### config.mk
export PLATFORM = sky130hd
export DESIGN_NAME = vx_dvstack_ctl
export DESIGN_NICKNAME = d
export VERILOG_FILES = /design/src/rtl/vx_dvstack_ctl_pkg.sv /design/src/rtl/vx_dvstack_bank.sv /design/src/rtl/vx_dvstack_ctl.sv
export SDC_FILE = /design/constraint.sdc
export NUM_CORES = 1
export LEC_CHECK = 0
export ABC_CLOCK_PERIOD_IN_PS = 12600
export BUFFER_PORTS_ARGS = -buffer_cell sky130_fd_sc_hd__buf_2
export CELL_PAD_IN_SITES_DETAIL_PLACEMENT = 1
export CELL_PAD_IN_SITES_GLOBAL_PLACEMENT = 2
export CORE_ASPECT_RATIO = 1.1
export CORE_UTILIZATION = 40
export CTS_BUF_LIST = sky130_fd_sc_hd__clkbuf_4 sky130_fd_sc_hd__clkbuf_8
export CTS_CLUSTER_SIZE = 16
export DETAILED_ROUTE_END_ITERATION = 7
export PLACE_DENSITY = 0.67
export SYNTH_ARGS = -nofsm -noshare
export SYNTH_HDL_FRONTEND = slang
export SYNTH_SLANG_ARGS = --single-unit
### constraint.sdc
create_clock -name clk -period 12.6 [get_ports clk]
set_input_delay 0.63 -clock clk [delete_from_list [all_inputs] [get_ports clk]]
set_output_delay 0.63 -clock clk [all_outputs]
set_load 0.01 [all_outputs]
### src/rtl/vx_dvstack_ctl_pkg.sv
`default_nettype none
// ============================================================================
// Module   : vx_dvstack_ctl_pkg
// Brief    : Shared sizing, stack-entry and split/join command types
// Revision : 1.0
// ============================================================================
package vx_dvstack_ctl_pkg;

    localparam int NUM_WARPS      = 4;
    localparam int NUM_THREADS    = 4;
    localparam int PC_BITS        = 30;
    localparam int DEPTH          = 4;
    localparam int NW_WIDTH       = (NUM_WARPS > 1) ? $clog2(NUM_WARPS) : 1;
    localparam int DV_STACK_SIZEW = $clog2(DEPTH + 1);

    typedef struct packed {
        logic [NUM_THREADS-1:0] orig_tmask;
        logic [NUM_THREADS-1:0] else_tmask;
        logic [PC_BITS-1:0]     else_pc;
        logic                   else_done;
    } dvstack_entry_t;

    typedef struct packed {
        logic                   valid;
        logic                   is_dvg;
        logic [NUM_THREADS-1:0] then_tmask;
        logic [NUM_THREADS-1:0] else_tmask;
        logic [PC_BITS-1:0]     next_pc;
    } split_t;

    typedef struct packed {
        logic                      valid;
        logic [DV_STACK_SIZEW-1:0] stack_ptr;
    } join_t;

endpackage
`default_nettype wire

### src/rtl/vx_dvstack_bank.sv
`default_nettype none
// ============================================================================
// Module   : vx_dvstack_bank
// Brief    : One warp's IPDOM stack: storage, pointer, push/toggle/pop, top read
// Revision : 1.0
// ============================================================================
module vx_dvstack_bank
    import vx_dvstack_ctl_pkg::*;
(
    input  logic                      clk,
    input  logic                      rst,
    input  logic                      i_push,
    input  dvstack_entry_t            i_push_entry,
    input  logic                      i_toggle,
    input  logic                      i_pop,
    output logic [DV_STACK_SIZEW-1:0] o_ptr,
    output dvstack_entry_t            o_top
);

    localparam int IDXW = (DEPTH > 1) ? $clog2(DEPTH) : 1;

    dvstack_entry_t            r_entries [DEPTH];
    logic [DV_STACK_SIZEW-1:0] r_ptr;

    logic [DV_STACK_SIZEW-1:0] w_top_ptr;
    logic [IDXW-1:0]           w_push_idx;
    logic [IDXW-1:0]           w_top_idx;

    // Caller guarantees push only below DEPTH and toggle/pop only above zero.
    assign w_top_ptr  = r_ptr - DV_STACK_SIZEW'(1);
    assign w_push_idx = r_ptr[IDXW-1:0];
    assign w_top_idx  = w_top_ptr[IDXW-1:0];

    always_ff @(posedge clk) begin
        if (rst) begin
            r_ptr <= '0;
            for (int i = 0; i < DEPTH; i++) begin
                r_entries[i] <= '0;
            end
        end else if (i_push) begin
            r_entries[w_push_idx] <= i_push_entry;
            r_ptr                 <= r_ptr + DV_STACK_SIZEW'(1);
        end else if (i_toggle) begin
            r_entries[w_top_idx].else_done <= 1'b1;
        end else if (i_pop) begin
            r_ptr <= w_top_ptr;
        end
    end

    assign o_ptr = r_ptr;
    assign o_top = r_entries[w_top_idx];

endmodule
`default_nettype wire

### src/rtl/vx_dvstack_ctl.sv
`default_nettype none
// ============================================================================
// Module   : vx_dvstack_ctl
// Brief    : Per-warp divergence stack manager for split/join warp control
// Revision : 1.0
// ============================================================================
module vx_dvstack_ctl
    import vx_dvstack_ctl_pkg::*;
(
    input  logic                      clk,
    input  logic                      reset,
    input  logic                      ctl_valid,
    input  logic [NW_WIDTH-1:0]       ctl_wid,
    input  logic                      split_valid,
    input  logic                      split_is_dvg,
    input  logic [NUM_THREADS-1:0]    split_then_tmask,
    input  logic [NUM_THREADS-1:0]    split_else_tmask,
    input  logic [PC_BITS-1:0]        split_next_pc,
    input  logic                      join_valid,
    input  logic [DV_STACK_SIZEW-1:0] join_stack_ptr,
    input  logic [NUM_THREADS-1:0]    cur_tmask,
    input  logic [NW_WIDTH-1:0]       dvstack_wid,
    output logic [DV_STACK_SIZEW-1:0] dvstack_ptr,
    output logic                      tmask_upd_valid,
    output logic [NW_WIDTH-1:0]       tmask_upd_wid,
    output logic [NUM_THREADS-1:0]    tmask_upd_mask,
    output logic                      branch_valid,
    output logic [NW_WIDTH-1:0]       branch_wid,
    output logic [PC_BITS-1:0]        branch_pc,
    output logic                      ovf_err,
    output logic                      unf_err
);

    localparam logic [DV_STACK_SIZEW-1:0] c_DEPTH_PTR = DV_STACK_SIZEW'(DEPTH);

    split_t                    w_split;
    join_t                     w_join;
    logic [DV_STACK_SIZEW-1:0] w_ptr [NUM_WARPS];
    dvstack_entry_t            w_top [NUM_WARPS];
    logic [DV_STACK_SIZEW-1:0] w_cur_ptr;
    dvstack_entry_t            w_cur_top;
    dvstack_entry_t            w_push_entry;

    logic                      w_push, w_toggle, w_pop;
    logic                      w_upd_valid, w_br_valid;
    logic [NUM_THREADS-1:0]    w_upd_mask;
    logic                      w_set_ovf, w_set_unf;

    logic                      r_tmask_upd_valid;
    logic [NW_WIDTH-1:0]       r_tmask_upd_wid;
    logic [NUM_THREADS-1:0]    r_tmask_upd_mask;
    logic                      r_branch_valid;
    logic [NW_WIDTH-1:0]       r_branch_wid;
    logic [PC_BITS-1:0]        r_branch_pc;
    logic                      r_ovf_err;
    logic                      r_unf_err;

    assign w_split = '{valid: ctl_valid & split_valid, is_dvg: split_is_dvg,
                       then_tmask: split_then_tmask, else_tmask: split_else_tmask,
                       next_pc: split_next_pc};
    assign w_join  = '{valid: ctl_valid & join_valid, stack_ptr: join_stack_ptr};

    generate
        for (genvar g = 0; g < NUM_WARPS; g++) begin : g_bank
            vx_dvstack_bank u_bank (
                .clk          (clk),
                .rst          (reset),
                .i_push       (w_push   && (ctl_wid == NW_WIDTH'(g))),
                .i_push_entry (w_push_entry),
                .i_toggle     (w_toggle && (ctl_wid == NW_WIDTH'(g))),
                .i_pop        (w_pop    && (ctl_wid == NW_WIDTH'(g))),
                .o_ptr        (w_ptr[g]),
                .o_top        (w_top[g])
            );
        end
    endgenerate

    assign dvstack_ptr  = w_ptr[dvstack_wid];
    assign w_cur_ptr    = w_ptr[ctl_wid];
    assign w_cur_top    = w_top[ctl_wid];
    assign w_push_entry = '{orig_tmask: cur_tmask, else_tmask: w_split.else_tmask,
                            else_pc: w_split.next_pc, else_done: 1'b0};

    // Split has priority; a join arriving alongside it is dropped and flagged.
    always_comb begin
        w_push      = 1'b0;
        w_toggle    = 1'b0;
        w_pop       = 1'b0;
        w_upd_valid = 1'b0;
        w_upd_mask  = '0;
        w_br_valid  = 1'b0;
        w_set_ovf   = 1'b0;
        w_set_unf   = 1'b0;
        if (w_split.valid) begin
            w_set_unf = w_join.valid;
            if (w_split.is_dvg) begin
                if (w_cur_ptr < c_DEPTH_PTR) begin
                    w_push      = 1'b1;
                    w_upd_valid = 1'b1;
                    w_upd_mask  = w_split.then_tmask;
                end else begin
                    w_set_ovf = 1'b1;
                end
            end
        end else if (w_join.valid) begin
            if (w_join.stack_ptr > w_cur_ptr) begin
                w_set_unf = 1'b1;
            end else if (w_join.stack_ptr < w_cur_ptr) begin
                w_upd_valid = 1'b1;
                if (w_cur_top.else_done) begin
                    w_pop      = 1'b1;
                    w_upd_mask = w_cur_top.orig_tmask;
                end else begin
                    w_toggle   = 1'b1;
                    w_br_valid = 1'b1;
                    w_upd_mask = w_cur_top.else_tmask;
                end
            end
        end
    end

    always_ff @(posedge clk) begin
        if (reset) begin
            r_tmask_upd_valid <= 1'b0;
            r_tmask_upd_wid   <= '0;
            r_tmask_upd_mask  <= '0;
            r_branch_valid    <= 1'b0;
            r_branch_wid      <= '0;
            r_branch_pc       <= '0;
            r_ovf_err         <= 1'b0;
            r_unf_err         <= 1'b0;
        end else begin
            r_tmask_upd_valid <= w_upd_valid;
            r_branch_valid    <= w_br_valid;
            if (w_upd_valid) begin
                r_tmask_upd_wid  <= ctl_wid;
                r_tmask_upd_mask <= w_upd_mask;
            end
            if (w_br_valid) begin
                r_branch_wid <= ctl_wid;
                r_branch_pc  <= w_cur_top.else_pc;
            end
            r_ovf_err <= r_ovf_err | w_set_ovf;
            r_unf_err <= r_unf_err | w_set_unf;
        end
    end

    assign tmask_upd_valid = r_tmask_upd_valid;
    assign tmask_upd_wid   = r_tmask_upd_wid;
    assign tmask_upd_mask  = r_tmask_upd_mask;
    assign branch_valid    = r_branch_valid;
    assign branch_wid      = r_branch_wid;
    assign branch_pc       = r_branch_pc;
    assign ovf_err         = r_ovf_err;
    assign unf_err         = r_unf_err;

endmodule
`default_nettype wire

==> metrics.md <==
| Metric | Value |
|---|---|
| Status | finished, final reports clean |
| DRT Pass-1 Iters | 5 |
| Final Max Tran Viols | 0 |
| Setup Skew | 26.3 ps |
| Sequential share of the synthesized area | 0.649 |
| Clock Tree Buf Depth | 3 |
| Syn Inst Count | approximately 2,100 |
| Post-CTS setup buffer count | 0 |
| Final worst-path setup slack | approximately 7900 ps |
| Vias per inst | 5.49 |
| Area occupied by multi-input gates | 9700 um2 |
| Crit. End Element | flip-flop |
| Post-CTS sizing | 0 |
| Endpoint, Worst Hold | tmask_upd_mask[3]$_SDFFE_PP0P_ |
| Top Ports | 100 |
| Fraction of layout cells with a size suffix above 1 | 0.254 |
| Hold path start | split_then_tmask[3] |
| Synthesized flop and latch total | 678 |
| Hold Crit Depth | 3 |
| Die Width | 265 um |
| Post-cts hold buffer count | 0 |
| First-pass GRT wire length | approximately 130 mm |
| Post-synth EDFFs | between 600 and 700 |
| Grt total ovfl | 0 |
| CTS tree | done |
| Via total after detailed routing | 18,361 |
| Root buf cell | clkbuf_8 |
| Full die area | approximately 77,000 um2 |
| Critical R2R Capture | g_bank[3].u_bank.r_entries[2][0]$_SDFFCE_PN0P_ |
| Startpoint Class | input pin |
| Largest net degree at the start of global routing | 56 |
| # DRC | 0 |
| Post-synthesis async set-or-reset flop share | 0 |
| FF/Latch Area | just under 20,000 um2 |
| Port Buffer Count | 99 |
| P&R area growth vs syn | 12.7% |
| TNS Setup | 0 ps |
| Fmax | 214 MHz |
| Yosys top cell area share | 0.614 |
| Crit. Startpoint | ctl_wid[0] |
| Critical path's slowest cell | nor3_4 |
| GRT Total Usage | 0.236 |
| Design area | approximately 34,000 um2 |
| Initial antenna violation count | 2 |
| Vias in the first global route | 19,877 |
| Number of routed nets with antenna violations | 0 |
| Fillers | 7,488 |
| Routability-driven placement congestion ratio | 0.764 |
| Post-DP Area | 32,100 um2 |
| Post-Syn Nets | 2,198 |
| Post-synthesis cell area | 30,500 um2 |
| RSZ-0062 raised after global routing | false |
| Cell area power density | 140 nW/um2 |
| CTS Sinks | 678 |
| Setup Viol. Count Final | 0 |
| Fin nets | 2,298 |
| Final wirelength | 89.8 mm |
| Post-place setup slack | 7290 ps |
| Yosys warns | 0 |
| Core Area | approximately 75,000 um2 |
| Arrival @ worst endpoint | 5100 ps |
| Worst-path cell chain | buf_2 > buf_4 > mux4_2 > nor3_4 > and3_2 > or2_2 > buf_4 > a31o_2 |
| Worst-path clk slew | 60 ps |
| Wire per inst | 26.8 um |
| Max stage delay on crit path | 1090 ps |
| R2R Setup Slk | 8150 ps |
| Worst-case reg-to-reg path depth | 6 |
| Height of the die | 292 um |
| Actual transition at the worst max-transition pin | 1350 ps |
| CP max FO | 55 |
| Row cnt | 105 |
| Number of DRC markers in iteration 0 | 1,344 |
| Crit path kind | input pin to flip-flop |
| Max-capacitance violation count | 0 |
| Syn avg cell area | 14.3 um2 |
| VDD IR max | 84.7 uV |
| Number of buffers created by CTS | between 100 and 150 |
| Most frequent CP cell | buf_4 |
| Lkg Pwr | 0.0125 uW |
| Tmin final | ~4700 ps |
| Reg2reg start | g_bank[3].u_bank.o_ptr[2]$_SDFFE_PP0P_ |
| Period utilization | 0.370 |
| Yosys cell types | between 50 and 60 |
| Synth area leaders | edfxtp_1 (61%), mux4_2 (14%), and2_1 (5.5%) |
| Critical Path RT | 13,030 ps |
| Worst skew pair latency | 720 ps |
| Final HPWL DP | 54.6 mm |
| Relative slew margins | 0.0980 |
| Initial Util | 0.407 |
| Worst Hold Class | input pin to flip-flop |
| Hold Vio Cnt, Final | 0 |
| H-tree depth | 3 |
| Largest area contributor in the netlist | edfxtp_1 |
| Prevailing post-synth register cell | edfxtp_1 |
| Total Power | just under 5000 uW |
## worst max path at each step
stage,end,slack [ps],cells after the start
finish,g_bank[3].u_bank.r_entries[2][0]$_SDFFCE_PN0P_,7940,8
global route,g_bank[3].u_bank.r_entries[2][0]$_SDFFCE_PN0P_,7780,8
CTS,g_bank[3].u_bank.r_entries[2][0]$_SDFFCE_PN0P_,8080,8
detailed placement,g_bank[3].u_bank.r_entries[2][0]$_SDFFCE_PN0P_,7290,8
global placement,g_bank[3].u_bank.r_entries[2][0]$_SDFFCE_PN0P_,7320,8
floorplan,g_bank[0].u_bank.r_entries[3][10]$_DFFE_PP_,6230,5
## cell type report
| cell class | count | area share |
|---|---|---|
| Clock buffer | 170 | 0.0587 |
| Sequential cell | 678 | 0.576 |
| Inverter | 130 | 0.0142 |
| Antenna cell | 2 | 0.000145 |
| Timing Repair Buffer | 145 | 0.0246 |
| Clock inverter | 41 | 0.00745 |
| Tap cell | 1016 | 0.0369 |
| Multi-Input combinational cell | 1165 | 0.282 |
## through the flow
stage          cells   util  hold slack [ps]
6_report        3347  0.459              211
5_1_grt         3347  0.459              192
4_1_cts         3345  0.459              149
3_5_place_dp    3134  0.428              465
3_3_place_gp    3134  0.428              448
2_1_floorplan   2132      -              499
## cell usage after synthesis (3+ instances only)
| cell type | number |
|---|---|
| a22oi_1 | 8 |
| dfxtp_1 | 54 |
| nor3_1 | 11 |
| clkbuf_1 | 96 |
| a31oi_1 | 5 |
| ha_1 | 11 |
| nand2b_1 | 4 |
| nand2_1 | 155 |
| nor3_2 | 4 |
| o31ai_1 | 6 |
| o311ai_1 | 3 |
| or4_1 | 3 |
| and3_1 | 7 |
| buf_2 | 43 |
| nor2_1 | 249 |
| nand3_1 | 65 |
| buf_1 | 16 |
| nand4_1 | 10 |
| buf_4 | 3 |
| edfxtp_1 | 624 |
| mux2_2 | 5 |
| and2_1 | 268 |
| inv_1 | 130 |
| a41o_1 | 3 |
| o211ai_1 | 6 |
| nor2b_1 | 7 |
| a32oi_1 | 4 |
| o21ai_0 | 39 |
| mux4_2 | 194 |
| or2_2 | 9 |
| a31o_2 | 9 |
| a41oi_1 | 9 |
| nor4_1 | 4 |
| mux2i_1 | 6 |
| a21oi_1 | 37 |
## power by group
group / switching (uW) / leakage (uW) / internal (uW)
clock network: 895 / 0.00121 / 1080
logic: 192 / 0.00446 / 104
registers: 26.4 / 0.00681 / 2530
total: 1110 / 0.0125 / 3720
## critical path: cells and delay by family
family                 cells  cell delay, ps
AOI/OAI and AO/OA          1             220
buffers and inverters      3            1280
muxes                      1             590
and+or+nand+nor            3            2290
## flip-flops by register name, summed over array words and instances (netlist names)
name	cells
unf_err	1
g_bank.u_bank.o_ptr	12
g_bank.u_bank.r_entries	624
branch_pc	30
ovf_err	1
tmask_upd_wid	2
branch_wid	2
branch_valid	1
tmask_upd_valid	1
tmask_upd_mask	4
## metal layers
metal / vias to the layer above / track usage / routed length (um)
met4: 0 / 0.0754 / 2370
li1: 8036 / - / -
met1: 9672 / 0.307 / 37700
met3: 135 / 0.0270 / 4210
met5: - / 0 / 0
met2: 518 / 0.411 / 45500
## kinds of logic (layout without fill, tap and decap cells)
family                     Yosys count  in the layout  synth area share
adders and majority gates           11             11           0.00451
and+or+nand+nor                    805            805             0.130
buffers and inverters              289            486            0.0379
AOI/OAI and AO/OA                  144            144            0.0314
DFF                                678            678             0.649
other                                0              2                 0
muxes                              205            205             0.147
## layout by cell type (no fill, tap or decap), types with 5 or more instances in the layout
cell / count
a22oi_1: 8
inv_1: 130
clkbuf_4: 51
ha_1: 7
a21oi_1: 37
buf_2: 97
edfxtp_1: 624
nand3_2: 6
and2_1: 268
clkinv_2: 10
clkbuf_8: 119
mux2i_1: 6
nor3_1: 10
buf_4: 48
a41oi_1: 9
nand4_1: 10
nor2b_1: 7
and3_2: 5
nor2_1: 248
dfxtp_1: 50
clkinv_1: 25
mux4_2: 194
mux2_2: 5
a31o_2: 9
nand3_1: 59
nand2_1: 148
o21ai_0: 39
nand2_2: 7
o211ai_1: 6
or2_2: 9
a31oi_1: 5
Note: power is estimated with default switching activity, not from simulation.
